===== config.mk =====
export PLATFORM = sky130hd
export DESIGN_NAME = sr_drive_ctrl
export DESIGN_NICKNAME = d
export VERILOG_FILES = /design/src/rtl/sr_pkg.sv /design/src/rtl/sr_drive_ctrl_sync2.sv /design/src/rtl/sr_drive_ctrl.sv
export SDC_FILE = /design/constraint.sdc
export NUM_CORES = 1
export LEC_CHECK = 0
export CORE_MARGIN = 2
export CORE_UTILIZATION = 48
export CTS_CLUSTER_SIZE = 28
export DETAILED_ROUTE_END_ITERATION = 7
export PLACE_DENSITY_LB_ADDON = 0.1
export RECOVER_POWER = 100
export SYNTH_ARGS = -nofsm -noshare
export SYNTH_HDL_FRONTEND = slang
export SYNTH_SLANG_ARGS = --single-unit
export TNS_END_PERCENT = 5

===== constraint.sdc =====
create_clock -name clk -period 2.15 [get_ports clk]
set_input_delay 0.645 -clock clk [delete_from_list [all_inputs] [get_ports clk]]
set_output_delay 0.645 -clock clk [all_outputs]
set_load 0.02 [all_outputs]

===== src/rtl/sr_pkg.sv =====
// Shared types and constants for the sr_latch drive controller.
package sr_pkg;

  typedef enum logic [1:0] {
    IDLE  = 2'd0,
    PULSE = 2'd1,
    GAP   = 2'd2
  } sr_state_t;

  localparam logic CMD_SET = 1'b1;
  localparam logic CMD_CLR = 1'b0;

endpackage


===== src/rtl/sr_drive_ctrl_sync2.sv =====
// Two-flop synchronizer, asynchronous active-low reset to 0.
module sync2 (
  input  logic clk,
  input  logic rst_n,
  input  logic d,
  output logic q
);

  logic r_meta;
  logic r_q;

  always_ff @(posedge clk or negedge rst_n) begin
    if (!rst_n) begin
      r_meta <= 1'b0;
      r_q    <= 1'b0;
    end else begin
      r_meta <= d;
      r_q    <= r_meta;
    end
  end

  assign q = r_q;

endmodule


===== src/rtl/sr_drive_ctrl.sv =====
// Turns set/clear commands into fixed-width s/r pulses plus a dead-time gap,
// then checks the synchronized latch readback against the commanded value.
module sr_drive_ctrl
  import sr_pkg::*;
#(
  parameter int PULSE_W = 4,
  parameter int GAP_W   = 2,
  parameter int CW      = $clog2(((PULSE_W > GAP_W) ? PULSE_W : GAP_W) + 1)
) (
  input  logic clk,
  input  logic rst_n,
  input  logic cmd_valid,
  input  logic cmd_set,
  output logic cmd_ready,
  output logic s,
  output logic r,
  input  logic q_fb,
  output logic q_now,
  output logic done,
  output logic err,
  input  logic err_clr
);

  sr_state_t     r_state;
  sr_state_t     w_state_nxt;
  logic [CW-1:0] r_cnt;
  logic [CW-1:0] w_cnt_nxt;
  logic          r_dir;
  logic          w_dir_nxt;
  logic          w_finish;
  logic          w_cnt_zero;
  logic          w_q_now;
  logic          r_s;
  logic          r_r;
  logic          r_done;
  logic          r_err;

  sync2 u_sync2 (
    .clk   (clk),
    .rst_n (rst_n),
    .d     (q_fb),
    .q     (w_q_now)
  );

  assign w_cnt_zero = (r_cnt == '0);

  always_comb begin
    w_state_nxt = r_state;
    w_cnt_nxt   = r_cnt;
    w_dir_nxt   = r_dir;
    w_finish    = 1'b0;
    case (r_state)
      IDLE: begin
        if (cmd_valid) begin
          w_dir_nxt   = cmd_set;
          w_cnt_nxt   = CW'(PULSE_W - 1);
          w_state_nxt = PULSE;
        end
      end
      PULSE: begin
        if (w_cnt_zero) begin
          w_cnt_nxt   = CW'(GAP_W - 1);
          w_state_nxt = GAP;
        end else begin
          w_cnt_nxt = r_cnt - CW'(1);
        end
      end
      GAP: begin
        if (w_cnt_zero) begin
          w_finish    = 1'b1;
          w_state_nxt = IDLE;
        end else begin
          w_cnt_nxt = r_cnt - CW'(1);
        end
      end
      default: begin
        w_state_nxt = IDLE;
      end
    endcase
  end

  always_ff @(posedge clk or negedge rst_n) begin
    if (!rst_n) begin
      r_state <= IDLE;
      r_cnt   <= '0;
      r_dir   <= 1'b0;
    end else begin
      r_state <= w_state_nxt;
      r_cnt   <= w_cnt_nxt;
      r_dir   <= w_dir_nxt;
    end
  end

  // s/r are decoded from the next state so they are registered and can never
  // be high together: only one of them follows the captured direction.
  always_ff @(posedge clk or negedge rst_n) begin
    if (!rst_n) begin
      r_s    <= 1'b0;
      r_r    <= 1'b0;
      r_done <= 1'b0;
      r_err  <= 1'b0;
    end else begin
      r_s    <= (w_state_nxt == PULSE) && (w_dir_nxt == CMD_SET);
      r_r    <= (w_state_nxt == PULSE) && (w_dir_nxt == CMD_CLR);
      r_done <= w_finish;
      if (w_finish && (w_q_now != r_dir)) begin
        r_err <= 1'b1;
      end else if (err_clr) begin
        r_err <= 1'b0;
      end
    end
  end

  assign cmd_ready = (r_state == IDLE);
  assign s         = r_s;
  assign r         = r_r;
  assign q_now     = w_q_now;
  assign done      = r_done;
  assign err       = r_err;

endmodule


=== Word level (Yosys, flattened, before mapping) ===
Index checks and enable logic that the tools add are counted.

* Add/sub/neg operators: 1
* Eq/ne operators: 6
* Mux-type cells: 14
* Bitwise logic cells: 1
* Reductions and logical operators: 8

{| class="wikitable"
|+ Operators by type and width
! operator !! number
|-
| 3-bit two-way mux || 3
|-
| 3-bit one-hot mux with 3 select lines || 1
|-
| 1-bit two-way mux || 6
|-
| 2-bit two-way mux || 3
|-
| 2-bit one-hot mux with 3 select lines || 1
|-
| 2-bit by 1-bit equality test with 1-bit output (second input constant) || 2
|-
| 2-bit inequality test (second input constant) || 2
|-
| 1-bit logical AND || 3
|-
| 3-bit zero test || 1
|-
| 3-bit AND reduction || 1
|-
| 3-bit nonzero test || 1
|-
| 3-bit by 1-bit subtractor with 3-bit output (second input constant) || 1
|-
| 2-bit equality test (second input constant) || 1
|-
| 2-bit zero test || 1
|-
| 2-bit nonzero test || 1
|-
| 1-bit inequality test || 1
|-
| 1-bit NOT || 1
|}

* Register bits after elaboration: 12
* Output and inout port bits: 6
* Logic and storage cells: 39

=== Longest topological paths before layout ===
* Depth in word-level cells: 5
* Depth in mapped cells: 6
* Mapped depth without buffers: 6

=== Hierarchy ===
A second synthesis with hierarchy kept.

* Cell total of the unflattened synthesis: 55
* Area, all modules: 653.1 sq um

{| class="wikitable"
|+ By module, submodules not included
! module !! times used !! cells an instance !! area each (sq um) !! seq. area each (sq um)
|-
| sr_drive_ctrl || 1 || 53 || 603.1 || 250.2
|-
| sync2 || 1 || 2 || 50.0 || 50.0
|}

=== Worst setup path after synthesis ===
OpenSTA, ideal clock, no wires.

* Path kind: register to register
* Start: register r_state[0]
* End: register r_cnt[1]
* Setup time: 0.125 ns
* Arrival: 1.582 ns
* Required time: 2.025 ns
* Setup slack: 0.443 ns
* Stages on the path, launching flop included: 7
* Period minus slack after synthesis: 1.707 ns
* Path through: dfrtp_1 -> inv_1 -> ha_1 -> nor2b_4 -> or2_4 -> nor2_2 -> mux2_4

* Word-level cells in the longest chain between the ends: 3

{| class="wikitable"
|+ RTL lines
! element !! line !! RTL
|-
| start, declared || sr_drive_ctrl.sv:24 || <nowiki>sr_state_t r_state;</nowiki>
|-
| start signal, assigned || sr_drive_ctrl.sv:88 || <nowiki>r_state <= w_state_nxt;</nowiki>
|-
| 2-bit zero test (*) || -- ||
|-
| net cmd_ready || sr_drive_ctrl.sv:14 || <nowiki>output logic cmd_ready,</nowiki>
|-
| 2-bit inequality test (no source line) / 3-bit nonzero test (equally long branches) || -- ||
|-
| 3-bit AND reduction (no source line) || -- ||
|-
| end signal, assigned || sr_drive_ctrl.sv:89 || <nowiki>r_cnt <= w_cnt_nxt;</nowiki>
|-
| end, declared || sr_drive_ctrl.sv:26 || <nowiki>logic [CW-1:0] r_cnt;</nowiki>
|}

Mark *: on every way through the listed nets, which the timed path passes. The rest lies on a longest branch.
A chain may end at the register's enable or synchronous reset.

=== Worst setup path in the final report ===
* Start: register u_sync2.r_q, in the netlist u_sync2.q
* End: output q_now

{| class="wikitable"
|+ RTL lines
! element !! line !! RTL
|-
| start, declared || sr_drive_ctrl_sync2.sv:10 || <nowiki>logic r_q;</nowiki>
|-
| start signal, assigned || sr_drive_ctrl_sync2.sv:18 || <nowiki>r_q <= r_meta;</nowiki>
|-
| end, declared || sr_drive_ctrl.sv:18 || <nowiki>output logic q_now,</nowiki>
|}

No word-level cell between the ends.

==> impl_metrics.env <==
export IMPL_ys_ff_latch=12
export IMPL_fmaxAchievable_mhz=512
export IMPL_irDropWorstVdd_uv=758
export IMPL_mostFrequentLayoutCell="sky130_fd_sc_hd__dfrtp_1"
export IMPL_dr_pass1_iters=2
export IMPL_cts_htree_levels=1
export IMPL_die_area_sq_mm=0.00164
export IMPL_hpwlAfterDp_um=835
export IMPL_cp_depth=1
export IMPL_cellPowerDensity_mw_per_mm2=1270
export IMPL_synthArstFlopShare_pct=100
export IMPL_grt_antenna_before_repair=0
export IMPL_synth_nets=69
export IMPL_path_class_of_the_lowest_slack_min_delay_path="flop to flop"
export IMPL_finalMaxSlewViolations=0
export IMPL_crit_path_cell_trace="dlygate4sd3_1"
export IMPL_first_pass_grt_wire_length_um=1680
export IMPL_grt_pass1_vias=417
export IMPL_regToRegEndpoint="r_cnt[1]"
export IMPL_floorplan_initialDensity_pct=50.5
export IMPL_clkSinkCount=12
export IMPL_power_uw=979
export IMPL_setup_viol=0
export IMPL_final_layout_size_suffix_gt1_share_pct=8.45
export IMPL_biggest_register="r_cnt"
export IMPL_layout_common_cells="sky130_fd_sc_hd__dfrtp_1 (12), sky130_fd_sc_hd__inv_1 (7), sky130_fd_sc_hd__ha_1 (7), sky130_fd_sc_hd__dlygate4sd3_1 (7), sky130_fd_sc_hd__nor2_1 (6)"
export IMPL_ctsRootBufferMaster="sky130_fd_sc_hd__clkbuf_4"
export IMPL_vias_per_cell=4.98
export IMPL_timing_setup_tns_ns=0
export IMPL_synth_edf_count=0
export IMPL_synth_cell_types=26
export IMPL_max_cap_violations=0
export IMPL_max_stage_delay_ns=0.65
export IMPL_timing_critical_path_max_delay_family="buffers and inverters"
export IMPL_worstReg2RegStart="r_state[0]"
export IMPL_required_ns=1.50
export IMPL_largest_reg_flops=3
export IMPL_clock_latency_reported_for_the_late_side_of_the_worst_skew_pair_ns=0.26
export IMPL_num_io_pins=12
export IMPL_cts_tree="yes"
export IMPL_remaining_drc_errors=0
export IMPL_post_synth_cell_area_avg_sq_um=11.4
export IMPL_dr_total_vias=428
export IMPL_antenna_cells_inserted=0
export IMPL_ys_dominant_reg_cell="sky130_fd_sc_hd__dfrtp_1"
export IMPL_pin_count_of_the_biggest_net_entering_global_routing=13
export IMPL_gr_total_overflow=0
export IMPL_maxSlewHeadroom_pct=66.4
export IMPL_clkTransAtPathRegs_ns=0.07
export IMPL_postRouteAntennaNets=0
export IMPL_synth_seq_area_share_pct=46.9
export IMPL_report_final_hold_viol_count=0
export IMPL_post_route_min_period_ns=1.95
export IMPL_crit_start="u_sync2.q"
export IMPL_layout_top_registers="r_cnt x3, r_state x2"
export IMPL_finClkSkew_ns=0.00896
export IMPL_netlist_area_sq_um=641
export IMPL_routed_wire_length_per_instance_um=11.9
export IMPL_crit_buf_inv=1
export IMPL_core_sq_mm=0.00127
export IMPL_detail_route_wirelength_um=1020
export IMPL_crit_path_end_kind="primary output"
export IMPL_critPathMaxFanout=2
export IMPL_final_period_utilization_pct=90.8
export IMPL_unrepaired_setup_endpoints_after_global_routing="no"
export IMPL_cts_hold_buffers_added=0
export IMPL_numCtsBuffers=3
export IMPL_area_growth_synth_to_final_pct=20.3
export IMPL_crit_path_start_kind="flop"
export IMPL_finish_net_count=86
export IMPL_setup_reg_to_reg_worst_slack_ns=0.29
export IMPL_run_status="completed"
export IMPL_chipHeight_um=40.5
export IMPL_ys_warnings_count=0
export IMPL_final_weighted_congestion_in_routability_driven_placement=0.708
export IMPL_rows=13
export IMPL_die_width_um=40.5
export IMPL_crit_end="q_now"
export IMPL_cellLeakagePower_uw=0.000369
export IMPL_cell_count_after_synthesis=56
export IMPL_ff2ff_path_depth=7
export IMPL_io_buffers=11
export IMPL_dr_first_iter_drc_count=2
export IMPL_track_usage_pct=17.0
export IMPL_arrival_ns=1.31
export IMPL_crit_path_top_delay_cell="sky130_fd_sc_hd__dlygate4sd3_1"
export IMPL_clockBufferDepth=2
export IMPL_worstMarginPinSlew_ns=0.503
export IMPL_critPathKind="flop to primary output"
[worst min-delay path by stage]
| stage | from | end | cells after the start |
|---|---|---|---|
| floorplan | u_sync2.r_meta | u_sync2.q | 0 |
| global placement | u_sync2.r_meta | u_sync2.q | 0 |
| detailed placement | u_sync2.r_meta | u_sync2.q | 0 |
| CTS | u_sync2.r_meta | u_sync2.q | 0 |
| global route | u_sync2.r_meta | u_sync2.q | 0 |
| finish | u_sync2.r_meta | u_sync2.q | 0 |
[worst register-to-register path: cells and delay by family, from the launching register on]
family,cells,cell delay [ns]
adder cells (fa/ha/maj),1,0.22
buffers and inverters,2,0.24
flip-flops,1,0.40
multiplexers,1,0.31
AND/OR/NAND/NOR,3,0.58
[kinds of logic (layout without fill, tap and decap cells)]
family / count (synthesis) / after routing / synth area share (%)
AOI/OAI and AO/OA: 12 / 12 / 15.2
and+or+nand+nor: 15 / 15 / 14.6
xor gates and xnor gates: 1 / 1 / 1.37
DFF: 12 / 12 / 46.9
adders and majority gates: 7 / 7 / 13.7
buffers and inverters: 7 / 22 / 4.10
muxes: 2 / 2 / 4.10
[through the flow]
stage | std cells | instance area (sq um) | hold slack, ns | utilization, % | setup WS, ns
3_5_place_dp | 83 | 777 | 0.343 | 61.2 | 0.132
6_report | 86 | 771 | 0.345 | 60.7 | 0.198
2_1_floorplan | 56 | 641 | 0.331 | - | 0.443
3_3_place_gp | 83 | 777 | 0.334 | 61.2 | 0.149
4_1_cts | 86 | 798 | 0.351 | 62.9 | 0.161
5_1_grt | 86 | 771 | 0.367 | 60.7 | 0.124
[Yosys cell counts (all sizes together), types with 2 or more instances]
master	count	area, sq um
nor2b	3	26.3
nand2	2	10.0
mux2	2	26.3
ha	7	87.6
inv	7	26.3
nor2	6	25.0
dfrtp	12	300
a21oi	4	23.8
[metal layers]
layer  global-route usage [%]  vias up  wire, um
met5                        0        -         0
met4                     10.0        0         0
met3                     8.33        0        47
met2                     26.6        8       498
met1                     18.3      197       475
li1                         -      223         -
[repair_timing]
| item | 4_1_cts | 5_1_grt |
|---|---|---|
| setup buffers | 0 | 0 |
| setup endpoints to repair | 1 | 0 |
| endpoints found under the hold margin | 0 | 0 |
| resized for setup | 1 | 0 |
[report_power, final]
group	switching [uW]	internal [uW]
clock	62.1	64.5
sequential	48.9	291
combinational	278	235
total	389	590
[area by class of cell]
cell class,count,area [sq um]
Clock buffer,3,22.5
Fill cell,133,498
Inverter,7,26.3
Multi-Input combinational cell,37,290
Sequential cell,12,300
Tap cell,15,18.8
Timing Repair Buffer,12,113
No activity file was read; power rests on OpenSTA's default activity.
